### src/rtl/b16to1_tdm_mux.sv
// 16-to-1 time-division serializer: captures a parallel word and shifts it out one
// bit per valid/ready transfer together with the channel index of each bit.
//
// state | meaning
// IDLE  | waiting for start; valid/busy low, done may pulse for one cycle
// SEND  | frame in progress; current bit and its index presented on z0/b3_b0
module b16to1_tdm_mux #(
  parameter bit MSB_FIRST = 1'b0
) (
  input  logic        clock,
  input  logic        reset,
  input  logic [15:0] x15_x0,
  input  logic        start,
  input  logic        ready,
  output logic        z0,
  output logic [3:0]  b3_b0,
  output logic        valid,
  output logic        busy,
  output logic        done
);

  typedef enum logic {
    IDLE = 1'b0,
    SEND = 1'b1
  } state_t;

  localparam logic [3:0] FIRST_IDX = MSB_FIRST ? 4'd15 : 4'd0;

  state_t      state_q, state_d;
  logic [15:0] shadow_q, shadow_d;
  logic [3:0]  index_q, index_d;
  logic [3:0]  count_q, count_d;
  logic [3:0]  index_step;
  logic        z0_d;
  logic [3:0]  b3_b0_d;
  logic        valid_d, busy_d, done_d;

  always_ff @(posedge clock) begin
    if (reset) begin
      state_q  <= IDLE;
      shadow_q <= 16'h0000;
      index_q  <= FIRST_IDX;
      count_q  <= 4'd0;
      z0       <= 1'b0;
      b3_b0    <= 4'd0;
      valid    <= 1'b0;
      busy     <= 1'b0;
      done     <= 1'b0;
    end else begin
      state_q  <= state_d;
      shadow_q <= shadow_d;
      index_q  <= index_d;
      count_q  <= count_d;
      z0       <= z0_d;
      b3_b0    <= b3_b0_d;
      valid    <= valid_d;
      busy     <= busy_d;
      done     <= done_d;
    end
  end

  always_comb begin
    index_step = MSB_FIRST ? (index_q - 4'd1) : (index_q + 4'd1);
  end

  always_comb begin
    state_d  = state_q;
    shadow_d = shadow_q;
    index_d  = index_q;
    count_d  = count_q;
    z0_d     = z0;
    b3_b0_d  = b3_b0;
    valid_d  = valid;
    busy_d   = busy;
    done_d   = 1'b0;

    unique case (state_q)
      IDLE: begin
        if (start) begin
          shadow_d = x15_x0;
          index_d  = FIRST_IDX;
          count_d  = 4'd0;
          state_d  = SEND;
          z0_d     = x15_x0[FIRST_IDX];
          b3_b0_d  = FIRST_IDX;
          valid_d  = 1'b1;
          busy_d   = 1'b1;
        end
      end
      SEND: begin
        // Outputs are registered, so the next bit is looked up one step ahead.
        if (ready) begin
          if (count_q == 4'd15) begin
            state_d = IDLE;
            z0_d    = 1'b0;
            b3_b0_d = 4'd0;
            valid_d = 1'b0;
            busy_d  = 1'b0;
            done_d  = 1'b1;
          end else begin
            index_d = index_step;
            count_d = count_q + 4'd1;
            z0_d    = shadow_q[index_step];
            b3_b0_d = index_step;
          end
        end
      end
      default: state_d = IDLE;
    endcase
  end

endmodule
### config.mk
export PLATFORM = sky130hd
export DESIGN_NAME = b16to1_tdm_mux
export DESIGN_NICKNAME = d
export VERILOG_FILES = /design/src/rtl/b16to1_tdm_mux.sv
export SDC_FILE = /design/constraint.sdc
export NUM_CORES = 1
export LEC_CHECK = 0
export BUFFER_PORTS_ARGS = -buffer_cell sky130_fd_sc_hd__clkbuf_2
export CAP_MARGIN = 20
export CORE_MARGIN = 5
export CORE_UTILIZATION = 40
export CTS_BUF_LIST = sky130_fd_sc_hd__clkbuf_4 sky130_fd_sc_hd__clkbuf_8
export DETAILED_ROUTE_END_ITERATION = 8
export MAX_ROUTING_LAYER = met4
export PLACE_DENSITY = 0.59
export SKIP_CTS_REPAIR_TIMING = 1
export SYNTH_ARGS = -nofsm -noshare
export SYNTH_HDL_FRONTEND = slang
export SYNTH_SLANG_ARGS = --single-unit
### constraint.sdc
create_clock -name clock -period 5.61 [get_ports clock]
set_input_delay 0.2805 -clock clock [delete_from_list [all_inputs] [get_ports clock]]
set_output_delay 0.2805 -clock clock [all_outputs]
set_load 0.05 [all_outputs]
==> results.sh <==
export IMPL_status="finished, final reports clean"
export IMPL_clk_pin_slew_ns=0.10
export IMPL_worstHoldPathType="in -> reg"
export IMPL_hp_start="x15_x0[10]"
export IMPL_fmax_mhz=455.9
export IMPL_endpoint_kind="register"
export IMPL_seq_area_frac_synth_pct=48.03
export IMPL_die_x_um=67.75
export IMPL_rows=21
export IMPL_hold_viol_final=0
export IMPL_synthToLayoutAreaGrowth_pct=16.14
export IMPL_vdd_ir_drop_max_mv=0.1479
export IMPL_antenna_found_initial=0
export IMPL_syn_nets=176
export IMPL_total_leakage_power_nw=0.6343
export IMPL_power_uw=428.6
export IMPL_crit_path_start_kind="register"
export IMPL_fin_crit_sh_pct=39.10
export IMPL_portBuffers=27
export IMPL_dp_hpwl_um=2086
export IMPL_switching_share_pct=26.47
export IMPL_preCtsSetupSlack_ns=3.425
export IMPL_yosysTopAreaCell="dfxtp_1"
export IMPL_die_area_um2=4589
export IMPL_drt_iter0_drc=59
export IMPL_maxSlewViolCount=0
export IMPL_critPathArrivalTime_ns=2.40
export IMPL_powerDensity_nw_per_um2=276.7
export IMPL_hold_end="shadow_q[10]"
export IMPL_routed_wl_um=2784
export IMPL_seqPwrFrac_pct=56.7
export IMPL_clkSinkCount=32
export IMPL_grt_ovfl_total=0
export IMPL_n_fill_cell=339
export IMPL_p_int_uw=315.2
export IMPL_vias=1109
export IMPL_worst_slew_pin_slew_ns=0.6482
export IMPL_yosysWarnings=0
export IMPL_cts_buffers=5
export IMPL_dr_pass1_iters=4
export IMPL_drt_antenna_violating_nets=0
export IMPL_maxCapViolCount=0
export IMPL_rr_endpoint="z0"
export IMPL_antennaDiodeCount=0
export IMPL_yosysTopAreaCellShare_pct=48.03
export IMPL_post_layout_nonfiller_instances=225
export IMPL_worstPathMaxFanout=8
export IMPL_critPathKind="reg -> reg"
export IMPL_worstSkewPairLatency_ns=0.33
export IMPL_drc=0
export IMPL_cts_root_buffer="clkbuf_4"
export IMPL_layout_common_cells="nand2_1 (43), dfxtp_1 (32), a21oi_1 (27), clkbuf_2 (27), nor2_1 (8)"
export IMPL_r2r_start="index_q[0]"
export IMPL_nets=200
export IMPL_grt_max_degree=34
export IMPL_setup_violations=0
export IMPL_final_common_cell="nand2_1"
export IMPL_core_um2=3284
export IMPL_relSlewSlack_pct=56.79
export IMPL_cts_max_path_buffers=2
export IMPL_synth_cell_types=27
export IMPL_power_frac_comb_pct=11.6
export IMPL_holdWs_ns=0.1639
export IMPL_synthCells=154
export IMPL_drive_gt1_share_pct=21.23
export IMPL_dp_cells=217
export IMPL_synth_area_top_cells="dfxtp_1 (48%), nand2_1 (12%), a21oi_1 (10%)"
export IMPL_min_path_cells=3
export IMPL_grt_first_pass_wirelength_um=4899
export IMPL_pin_count=28
export IMPL_start_util_pct=40.61
export IMPL_netlist_area_um2=1334
export IMPL_setup_tns_ns=0
export IMPL_vias_per_cell=4.929
export IMPL_finClkSkew_ns=0.007293
export IMPL_syn_area_per_cell_um2=8.661
export IMPL_grt_pass1_vias=1084
export IMPL_die_y_um=67.75
export IMPL_grt_usage_pct=14.77
export IMPL_layout_setup_ws_ns=3.416
export IMPL_h_tree_depth=2
export IMPL_critPathRequiredTime_ns=5.82
export IMPL_pwr_share_clk_pct=31.7
export IMPL_cts_tree="built"
export IMPL_yosys_register_bits=32
export IMPL_r2r_setup_slack_ns=3.42
export IMPL_fin_crit_ns=2.194
export IMPL_place_congestion=0.7896
export IMPL_r2r_cells=4
export IMPL_rsz0062_at_grt="false"
export IMPL_wire_per_inst_um=12.37
export IMPL_p_sw_uw=113.4
## metal layers
metal  GRT usage [%]  vias up  wire (µm)
li1                -      575          -
met1           17.18      506       1293
met2           23.94       22       1322
met3           5.491        6        130
met4           3.797        0         38
met5               -        -          0
## power groups by stage
stage / Clock (mW) / Sequential, mW / Combinational, mW
after floorplan: 0 / 0.251 / 0.0318
final: 0.136 / 0.243 / 0.0497
after CTS: 0.140 / 0.243 / 0.0504
after global routing: 0.153 / 0.244 / 0.0561
after detailed placement: 0 / 0.248 / 0.0502
after global placement: 0 / 0.248 / 0.0488
## Yosys cell counts
library cell	number
nand3_1	4
nor2b_1	1
mux4_2	2
nand3b_1	1
nor3_1	5
a21oi_1	27
o211ai_1	1
o21ai_0	1
a21boi_0	1
or3_1	1
ha_1	2
buf_4	1
buf_2	1
nor4b_1	1
mux4_1	3
nand2b_1	1
xor2_1	2
and3_1	1
o2bb2ai_1	1
nor2_1	8
xnor2_1	2
dfxtp_1	32
nand2_1	43
and2_1	1
a22oi_1	1
a211oi_1	1
clkbuf_1	9
## critical path, cell delays in order, from the launching register on
cell and delay (ns):
dfxtp_1 0.41, ha_1 0.45, mux4_1 0.59, mux4_2 0.49, o2bb2ai_1 0.13
## cell type report
type | count | area [µm²] | area share, %
Multi-Input combinational cell | 111 | 646.9 | 41.76
Sequential cell | 32 | 640.6 | 41.36
Timing Repair Buffer | 28 | 142.6 | 9.208
Tap cell | 46 | 57.56 | 3.716
Clock buffer | 6 | 51.30 | 3.312
Clock inverter | 2 | 10.01 | 0.6462
## worst max path at each step
| stage | startpoint | end | depth (start not counted) |
|---|---|---|---|
| 6_report | index_q[0] | z0 | 4 |
| 3_5_place_dp | index_q[0] | z0 | 4 |
| 4_1_cts | index_q[0] | z0 | 4 |
| 5_1_grt | index_q[0] | z0 | 4 |
| 2_1_floorplan | index_q[1] | z0 | 4 |
| 3_3_place_gp | index_q[0] | z0 | 4 |
## registers in the layout, summed over array words and instances (netlist names)
signal,count
state_q,1
count_q,4
index_q,4
z0,1
b3_b0,4
busy,1
shadow_q,16
done,1
## cells by family (layout without fill, tap and decap cells)
logic type               Yosys count  after routing  share of synthesized area, %
AO/OA/AOI/OAI                     33             33                         13.42
XOR/XNOR                           4              4                         2.627
adder cells (fa/ha/maj)            2              2                         1.876
buffers and inverters             11             36                         3.471
flip-flops                        32             32                         48.03
multiplexers                       5              5                         9.287
AND/OR/NAND/NOR                   67             67                         21.30
## stage by stage
step	utilization, %	cell area (µm²)
2_1_floorplan	-	1334
3_3_place_gp	45.30	1488
3_5_place_dp	45.30	1488
4_1_cts	47.16	1549
5_1_grt	47.16	1549
6_report	47.16	1549
Note: power is estimated with default switching activity, not from simulation.
